`config.mk`:
```
export PLATFORM = sky130hd
export DESIGN_NAME = prog_counter_flat
export DESIGN_NICKNAME = d
export VERILOG_FILES = /design/src/rtl/cnt_pkg.sv /design/src/rtl/prog_counter_if.sv /design/src/rtl/tick_divider.sv /design/src/rtl/prog_counter.sv /design/src/flat_wrapper.sv
export SDC_FILE = /design/constraint.sdc
export NUM_CORES = 1
export LEC_CHECK = 0
export ABC_AREA = 0
export BUFFER_PORTS_ARGS = -buffer_cell sky130_fd_sc_hd__buf_4
export CAP_MARGIN = 0
export CORE_MARGIN = 10
export CORE_UTILIZATION = 40
export DETAILED_ROUTE_END_ITERATION = 8
export GPL_TIMING_DRIVEN = 0
export PLACE_DENSITY = 0.71
export SLEW_MARGIN = 5
export SYNTH_ARGS = -nofsm -noshare
export SYNTH_HDL_FRONTEND = slang
export SYNTH_SLANG_ARGS = --single-unit
```
`constraint.sdc`:
```
create_clock -name clk -period 2.9 [get_ports clk]
set_clock_uncertainty 0.05 [all_clocks]
set_input_delay 0.58 -clock clk [delete_from_list [all_inputs] [get_ports clk]]
set_output_delay 0.58 -clock clk [all_outputs]
set_load 0.02 [all_outputs]
```
`src/rtl/cnt_pkg.sv`:
```
`default_nettype none
// ============================================================================
//  Module      : cnt_pkg
//  Description : Shared constants for the programmable counter block.
//  Revision    : 1.0 - initial release
// ============================================================================
package cnt_pkg;

    // Behaviour at the ends of the count range
    localparam int CNT_WRAP = 0;
    localparam int CNT_SAT  = 1;

endpackage : cnt_pkg
`default_nettype wire

```
`src/rtl/prog_counter_if.sv`:
```
`default_nettype none
// ============================================================================
//  Module      : prog_counter_if
//  Description : Control/status bundle of the programmable counter.
//                The master drives control; the slave (counter) drives status.
//  Revision    : 1.0 - initial release
// ============================================================================
interface prog_counter_if #(
    parameter int WIDTH = 16,
    parameter int DIV_W = 8
);

    logic             enable;
    logic             up_dn;
    logic             clear;
    logic             load;
    logic [WIDTH-1:0] load_val;
    logic [DIV_W-1:0] div_val;
    logic             flags_clr;
    logic [WIDTH-1:0] count;
    logic             tc;
    logic             ovf;
    logic             unf;

    modport master (
        output enable, up_dn, clear, load, load_val, div_val, flags_clr,
        input  count, tc, ovf, unf
    );

    modport slave (
        input  enable, up_dn, clear, load, load_val, div_val, flags_clr,
        output count, tc, ovf, unf
    );

endinterface : prog_counter_if
`default_nettype wire

```
`src/rtl/tick_divider.sv`:
```
`default_nettype none
// ============================================================================
//  Module      : tick_divider
//  Description : Clock-enable prescaler. Emits one tick per div_val+1 enabled
//                cycles; restart forces the phase back to zero.
//  Revision    : 1.0 - initial release
// ============================================================================
module tick_divider #(
    parameter int DIV_W = 8
) (
    input  wire logic             clk,
    input  wire logic             rst,
    input  wire logic             enable,
    input  wire logic             restart,
    input  wire logic [DIV_W-1:0] div_val,
    output logic                  tick
);

    localparam logic [DIV_W-1:0] c_one = {{(DIV_W-1){1'b0}}, 1'b1};

    logic [DIV_W-1:0] r_pre;

    // >= rather than == so a div_val lowered below the current phase
    // still produces a tick on the next enabled edge instead of running
    // all the way around the prescaler.
    assign tick = enable && (r_pre >= div_val);

    // Prescaler phase: reset on restart or tick, advance on enable, else hold
    always_ff @(posedge clk or posedge rst) begin
        if (rst) begin
            r_pre <= '0;
        end else if (restart) begin
            r_pre <= '0;
        end else if (tick) begin
            r_pre <= '0;
        end else if (enable) begin
            r_pre <= r_pre + c_one;
        end
    end

endmodule : tick_divider
`default_nettype wire

```
`src/rtl/prog_counter.sv`:
```
`default_nettype none
// ============================================================================
//  Module      : prog_counter
//  Description : Up/down counter with programmable modulus, wrap or saturate
//                at the range ends, synchronous clear/load, prescaled step and
//                terminal-count / sticky overflow / underflow flags.
//  Revision    : 1.0 - initial release
// ============================================================================
module prog_counter #(
    parameter int              WIDTH    = 16,
    parameter longint unsigned MOD_MAX  = (64'd1 << WIDTH) - 64'd1,
    parameter int              SATURATE = 0,
    parameter int              DIV_W    = 8
) (
    input  wire logic     clk,
    input  wire logic     rst,
    prog_counter_if.slave bus
);

    import cnt_pkg::*;

    localparam logic [WIDTH-1:0] c_mod_max = WIDTH'(MOD_MAX);
    localparam logic [WIDTH-1:0] c_one     = {{(WIDTH-1){1'b0}}, 1'b1};

    logic             w_tick;
    logic             w_restart;
    logic             w_at_max;
    logic             w_at_min;
    logic [WIDTH-1:0] w_up_wrap;
    logic [WIDTH-1:0] w_dn_wrap;
    logic [WIDTH-1:0] w_load_lim;
    logic             w_ovf_set;
    logic             w_unf_set;

    logic [WIDTH-1:0] r_count;
    logic             r_tc;
    logic             r_ovf;
    logic             r_unf;

    assign w_restart = bus.clear | bus.load;

    tick_divider #(
        .DIV_W   (DIV_W)
    ) u_tick_divider (
        .clk     (clk),
        .rst     (rst),
        .enable  (bus.enable),
        .restart (w_restart),
        .div_val (bus.div_val),
        .tick    (w_tick)
    );

    // Boundary detection happens before any arithmetic, so the +1/-1 paths
    // never see a value that could roll over in WIDTH bits.
    assign w_at_max   = (r_count == c_mod_max);
    assign w_at_min   = (r_count == '0);
    assign w_load_lim = (bus.load_val > c_mod_max) ? c_mod_max : bus.load_val;

    // Value taken when a step runs off either end of the range
    generate
        if (SATURATE == CNT_SAT) begin : g_sat
            assign w_up_wrap = r_count;
            assign w_dn_wrap = r_count;
        end else begin : g_wrap
            assign w_up_wrap = '0;
            assign w_dn_wrap = c_mod_max;
        end
    endgenerate

    // A boundary event only counts when a real step happens (not clear/load)
    assign w_ovf_set = !bus.clear && !bus.load && w_tick &&  bus.up_dn && w_at_max;
    assign w_unf_set = !bus.clear && !bus.load && w_tick && !bus.up_dn && w_at_min;

    // Count register and terminal-count pulse: clear > load > step > hold
    always_ff @(posedge clk or posedge rst) begin
        if (rst) begin
            r_count <= '0;
            r_tc    <= 1'b0;
        end else begin
            r_tc <= 1'b0;
            if (bus.clear) begin
                r_count <= '0;
            end else if (bus.load) begin
                r_count <= w_load_lim;
            end else if (w_tick) begin
                if (bus.up_dn) begin
                    if (w_at_max) begin
                        r_count <= w_up_wrap;
                        r_tc    <= 1'b1;
                    end else begin
                        r_count <= r_count + c_one;
                    end
                end else begin
                    if (w_at_min) begin
                        r_count <= w_dn_wrap;
                        r_tc    <= 1'b1;
                    end else begin
                        r_count <= r_count - c_one;
                    end
                end
            end
        end
    end

    // Sticky flags: a new event wins over a coincident flags_clr
    always_ff @(posedge clk or posedge rst) begin
        if (rst) begin
            r_ovf <= 1'b0;
            r_unf <= 1'b0;
        end else begin
            r_ovf <= w_ovf_set | (r_ovf & ~bus.flags_clr);
            r_unf <= w_unf_set | (r_unf & ~bus.flags_clr);
        end
    end

    assign bus.count = r_count;
    assign bus.tc    = r_tc;
    assign bus.ovf   = r_ovf;
    assign bus.unf   = r_unf;

endmodule : prog_counter
`default_nettype wire

```
`src/flat_wrapper.sv`:
```
// flat-port wrapper written by rule: the top's interface ports become plain ports
module prog_counter_flat import cnt_pkg::*;
#(
    parameter int              WIDTH    = 16,
    parameter longint unsigned MOD_MAX  = (64'd1 << WIDTH) - 64'd1,
    parameter int              SATURATE = 0,
    parameter int              DIV_W    = 8
)
  (clk, rst, bus_enable, bus_up_dn, bus_clear, bus_load, bus_load_val, bus_div_val, bus_flags_clr, bus_count, bus_tc, bus_ovf, bus_unf);
  prog_counter_if #(.WIDTH(WIDTH), .DIV_W(DIV_W)) bus_i ();
  input  wire logic clk;
  input  wire logic rst;
  input wire logic [$bits(bus_i.enable)-1:0] bus_enable;
  input wire logic [$bits(bus_i.up_dn)-1:0] bus_up_dn;
  input wire logic [$bits(bus_i.clear)-1:0] bus_clear;
  input wire logic [$bits(bus_i.load)-1:0] bus_load;
  input wire logic [$bits(bus_i.load_val)-1:0] bus_load_val;
  input wire logic [$bits(bus_i.div_val)-1:0] bus_div_val;
  input wire logic [$bits(bus_i.flags_clr)-1:0] bus_flags_clr;
  output wire logic [$bits(bus_i.count)-1:0] bus_count;
  output wire logic [$bits(bus_i.tc)-1:0] bus_tc;
  output wire logic [$bits(bus_i.ovf)-1:0] bus_ovf;
  output wire logic [$bits(bus_i.unf)-1:0] bus_unf;
  assign bus_i.enable = bus_enable;
  assign bus_i.up_dn = bus_up_dn;
  assign bus_i.clear = bus_clear;
  assign bus_i.load = bus_load;
  assign bus_i.load_val = bus_load_val;
  assign bus_i.div_val = bus_div_val;
  assign bus_i.flags_clr = bus_flags_clr;
  assign bus_count = bus_i.count;
  assign bus_tc = bus_i.tc;
  assign bus_ovf = bus_i.ovf;
  assign bus_unf = bus_i.unf;
  prog_counter #(.WIDTH(WIDTH), .MOD_MAX(MOD_MAX), .SATURATE(SATURATE), .DIV_W(DIV_W)) u_core (.clk(clk), .rst(rst), .bus(bus_i));
endmodule
```
After elaboration in Yosys (flattened, before gate mapping):

Cells that the tools add are included.

* bits in registers: 27
* bits of input ports: 31
* output and inout port bits: 19
* word-level logic and storage cells: 46

* add/subtract/negate cells: 3
* order comparisons: 2
* equality and inequality tests: 1
* muxes and demuxes: 16
* bitwise operators: 6
* reduce and logical (&&, ||, !) cells: 13

Operators with widths (count)
* two-way mux 16 bit: 7
* two-way mux 8 bit: 3
* adder 16 x 1 -> 16 bit (second input constant): 1
* == test 16 bit (second input constant): 1
* > comparator 16 bit (second input constant): 1
* zero test 16 bit: 1
* subtractor 16 x 1 -> 16 bit (second input constant): 1
* adder 8 x 1 -> 8 bit (second input constant): 1
* >= comparator 8 bit: 1
* logical AND 1 bit: 7
* two-way mux 1 bit: 6
* nonzero test 3 bit: 2
* zero test 1 bit: 3
* OR 1 bit: 3
* AND 1 bit: 2
* inverter 1 bit: 1

Logic depth before layout (Yosys ltp):

* depth in word-level cells: 6
* mapped depth: 9
* gate-level depth less buffers: 8

Cells and area by module:

From an unflattened synthesis, not the netlist that was laid out.

* cells, all modules: 318
* area, all modules: 2596.2 um^2

By module, submodules not included
* prog_counter: instances 1, cells an instance 232, area an instance 1839.3 um^2, sequential area each 475.5 um^2
* tick_divider: instances 1, cells an instance 86, area an instance 757.0 um^2, sequential area each 200.2 um^2

Worst setup path after synthesis:

No wires, ideal clock.

* kind: reg2reg
* start point: register u_core.r_count[0] (netlist: u_core.bus.count[0])
* end point: register u_core.r_count[9] (netlist: u_core.bus.count[9])
* setup time: 0.082 ns
* arrival time: 2.398 ns
* path slack: 0.370 ns
* cell stages (with the launch flop): 10
* clock period less this slack: 2.530 ns
* path through: dfrtp_1 > clkbuf_1 > inv_1 > ha_1 > or4b_4 > nor4_4 > a21oi_2 > a221oi_1 > o21ai_1 > a22oi_2

* longest elaborated chain between the ends: 6
* elaborated cells between the ends (all ways): 10
* those cells by class: add/sub: 2; eq/ne: 1; mux: 6; reduce/logical: 1

Ends and longest elaborated chain
* start: declaration: RTL line prog_counter.sv:35 `logic [WIDTH-1:0] r_count;`
* start signal: assignment: RTL line prog_counter.sv:84 `r_count <= w_load_lim;`
* start signal: assignment: RTL line prog_counter.sv:88 `r_count <= w_up_wrap;`
* start signal: assignment: RTL line prog_counter.sv:91 `r_count <= r_count + c_one;`
* subtractor 16 x 1 -> 16 bit, or another cell as far along: RTL line prog_counter.sv:98 `r_count <= r_count - c_one;`
* two-way mux 16 bit, on equally long branches: RTL line prog_counter.sv:94, prog_counter.sv:87
* two-way mux 16 bit *: RTL line prog_counter.sv:86 `if (bus.up_dn) begin`
* two-way mux 16 bit *: RTL line prog_counter.sv:85 `end else if (w_tick) begin`
* two-way mux 16 bit *: RTL line prog_counter.sv:83 `end else if (bus.load) begin`
* two-way mux 16 bit *: RTL line prog_counter.sv:81 `if (bus.clear) begin`

Every way passes the cells marked *; elsewhere a longest branch is shown, timed or not. The select of a mux whose other input is x is not followed.
A chain may end at the register's enable or synchronous reset.

Worst setup path in the final report:

* start point: register u_core.r_count[0] (netlist: u_core.bus.count[0])
* end point: register u_core.r_count[6] (netlist: u_core.bus.count[6])

The elaborated chain is that of the path after synthesis.

==> out/metrics.cfg <==
[worst_setup_path]
crit_type=flop to flop
cp_slowest_stage_delay_ps=480
end_kind=flop
cp.required_ps=3080
crit_fanout=8
r2r-end=u_core.bus.count[6]
startpoint_type=flop
timing.rr.start=u_core.bus.count[0]
worstPathCellList=clkbuf_1 > inv_1 > ha_1 > or4b_4 > nor4_4 > a21oi_2 > a2111oi_2 > a21oi_1 > o21ai_2
cp.buffers_inverters=2
crit_family=compound AO/OA/AOI/OAI gates
rr_worst_depth=9
worstPathArrival_ps=2910
cp_slowest_cell=or4b_4
reg2reg_slack_ps=180

[power_and_ir_drop]
peakVddDrop_mv=0.193
p_per_area_nw_per_um2=369
p_leak_nw=1.22
finalPower_mw=1.05

[yosys]
avgSynthCellArea_um2=8.00
postSynthCellCount=294
synth-seq-area-share_pct=28.7
synth-edff-count=0
ys_seq_elements=27
syn-num-nets=337
synth_warnings=0
synth-async-reset-ratio_pct=100
synth_area_um2=2350
ys_types=60
yosys_most_used_dff=dfrtp_1

[global_routing]
grt_max_degree=28
grt_pass1_vias=2433
grtUsageTotal_pct=14.1
grt_overflow=0
antenna_found_initial=0
grt_first_pass_wirelength_mm=11.6

[clock_network]
cts_max_path_buffers=2
cts_root_buffer=clkbuf_8
cts_sinks=27
ctsHtreeMaxLevel=1
cts_tree=built
numCtsBuffers=3
clk_pin_slew_worst_paths_ps=120
post_cts_buffers=0
clkLatencyLatePin_ps=290

[sta]
period_minus_slack_ps=2720
hold_viol_final=0
min_period_over_period_pct=94.0
slew_viol_final=0
slew_headroom_pct=26.3
grt_setup_unrepaired=false
max_freq_ghz=0.367
worstMarginPinSlew_ps=1100
worst_slack_ps=175
finalSetupViolations=0

[finish]
fill_cells=571
final_common_cell=buf_4
mostFrequentLayoutCells=47 x buf_4, 27 x dfrtp_1, 22 x a21oi_1, 22 x nand2_1, 20 x nor2_1
syn2layout_area_growth_pct=21.1
layout-drive-gt1-share_pct=20.0
nets=389
antenna_cells=0

[placed_design]
dp_slack_ps=-289
gp_congestion=0.887
port_buffers=47
hpwl_mm=5.50

[floorplan]
ios=50
die_x_um=96.7
core_area_um2=5610
die_h_um=96.7
dieArea_um2=9340
start_util_pct=41.9
rows=27

[hold_path]
whs_path_depth=2
min_to=u_core.bus.ovf
hold_start=bus_flags_clr
min-delay-path-class=input pin to flop

[route]
totalWireLength_mm=7.10
first_iter_violations=176
dr_total_vias=2492
postRouteAntennaNets=0
drc=0
avgRoutedWirePerCell_um=17.0
first_pass_iters=4
viasPerCell=5.98

[status]
status=complete, no violations

[job]
drv_cap=0

[state kept, by name (all words and copies together) (netlist names)]
name,flops
u_core.bus.count,16
u_core.u_tick_divider.r_pre,8
u_core.bus.unf,1
u_core.bus.ovf,1
u_core.bus.tc,1
[kinds of logic (layout without fill, tap and decap cells)]
group | after synthesis | after routing | share of synthesized area (%)
flip-flops | 27 | 27 | 28.7
multiplexers | 2 | 2 | 0.905
AND/OR/NAND/NOR | 105 | 105 | 25.3
AO/OA/AOI/OAI | 93 | 93 | 26.5
buffers and inverters | 41 | 92 | 7.02
XOR/XNOR | 14 | 14 | 5.22
adder cells (fa/ha/maj) | 12 | 12 | 6.39
[power by group]
part | switching (mW) | total, mW | internal [mW]
sequential | 0.0289 | 0.427 | 0.398
combinational | 0.221 | 0.374 | 0.153
clock | 0.147 | 0.249 | 0.101
total | 0.397 | 1.05 | 0.653
[layer usage]
| metal | up-vias | global-route usage (%) | part of all wire [%] |
|---|---|---|---|
| li1 | 1190 | - | - |
| met1 | 1195 | 17.4 | 44 |
| met2 | 99 | 24.2 | 49 |
| met5 | - | 0 | 0 |
| met3 | 8 | 2.56 | 6.3 |
| met4 | 0 | 4.17 | 0.92 |
[worst max-delay path by stage]
stage	start	to	slack [ps]	cells past startpoint
2_1_floorplan	u_core.bus.count[0]	u_core.bus.count[9]	370	9
6_report	u_core.bus.count[0]	u_core.bus.count[6]	180	9
4_1_cts	u_core.bus.count[0]	u_core.bus.count[6]	60	9
3_5_place_dp	bus_div_val[0]	u_core.bus.count[11]	-290	9
3_3_place_gp	bus_div_val[0]	u_core.bus.count[1]	-330	8
5_1_grt	u_core.bus.count[0]	u_core.bus.count[9]	30	9
[per-stage QoR]
| step | cells | area [um2] | util, % | hold WS (ps) | setup TNS, ps |
|---|---|---|---|---|---|
| after CTS | 417 | 2850 | 50.8 | 417 | 0 |
| after floorplan | 294 | 2350 | - | 459 | 0 |
| after global routing | 417 | 2850 | 50.8 | 420 | 0 |
| after global placement | 413 | 2790 | 49.8 | 473 | -2490 |
| final | 417 | 2850 | 50.8 | 414 | 0 |
| after detailed placement | 413 | 2790 | 49.8 | 480 | -2240 |
[cell type report]
| class | count | area, um2 | share of cell area, % |
|---|---|---|---|
| Buffer | 22 | 93.8 | 3.30 |
| Clock buffer | 3 | 41.3 | 1.45 |
| Clock inverter | 1 | 8.76 | 0.308 |
| Inverter | 19 | 71.3 | 2.50 |
| Multi-Input combinational cell | 226 | 1510 | 53.2 |
| Sequential cell | 27 | 676 | 23.7 |
| Tap cell | 72 | 90.1 | 3.16 |
| Timing Repair Buffer | 47 | 353 | 12.4 |
[what timing repair did]
item | CTS | global route
endpoints found under the setup margin | 8 | 3
gates cloned | 0 | 0
pin swaps | 0 | 1
hold buffers | 0 | 0
resized for setup | 1 | 0
[synth_stat cells, types with 2 or more instances]
| cell type | instances | area [um2] |
|---|---|---|
| and4_1 | 3 | 26.3 |
| or3_1 | 3 | 18.8 |
| o31a_1 | 3 | 26.3 |
| or2_1 | 2 | 12.5 |
| xor2_1 | 4 | 35.0 |
| o311ai_0 | 2 | 17.5 |
| o22ai_1 | 5 | 31.3 |
| ha_1 | 12 | 150 |
| nor3_1 | 5 | 25.0 |
| clkbuf_1 | 18 | 67.6 |
| o31ai_1 | 2 | 15.0 |
| buf_2 | 3 | 15.0 |
| and3_1 | 6 | 37.5 |
| a22o_1 | 2 | 17.5 |
| xnor2_1 | 10 | 87.6 |
| a32oi_1 | 4 | 35.0 |
| o21ai_0 | 9 | 45.0 |
| nand2_1 | 22 | 82.6 |
| a31oi_1 | 6 | 37.5 |
| a221o_1 | 2 | 20.0 |
| nor4_1 | 3 | 18.8 |
| nand4_1 | 7 | 43.8 |
| nor2_1 | 20 | 75.1 |
| or4_1 | 3 | 22.5 |
| nand3_1 | 11 | 55.1 |
| inv_1 | 19 | 71.3 |
| nand2b_1 | 3 | 18.8 |
| or2_2 | 2 | 12.5 |
| a21oi_1 | 23 | 115 |
| nor2b_1 | 5 | 31.3 |
| a221oi_1 | 5 | 43.8 |
| o21ai_1 | 12 | 60.1 |
| o211ai_1 | 3 | 22.5 |
| a22oi_1 | 3 | 22.5 |
| dfrtp_1 | 27 | 676 |
No activity file was read; power rests on OpenSTA's default activity.
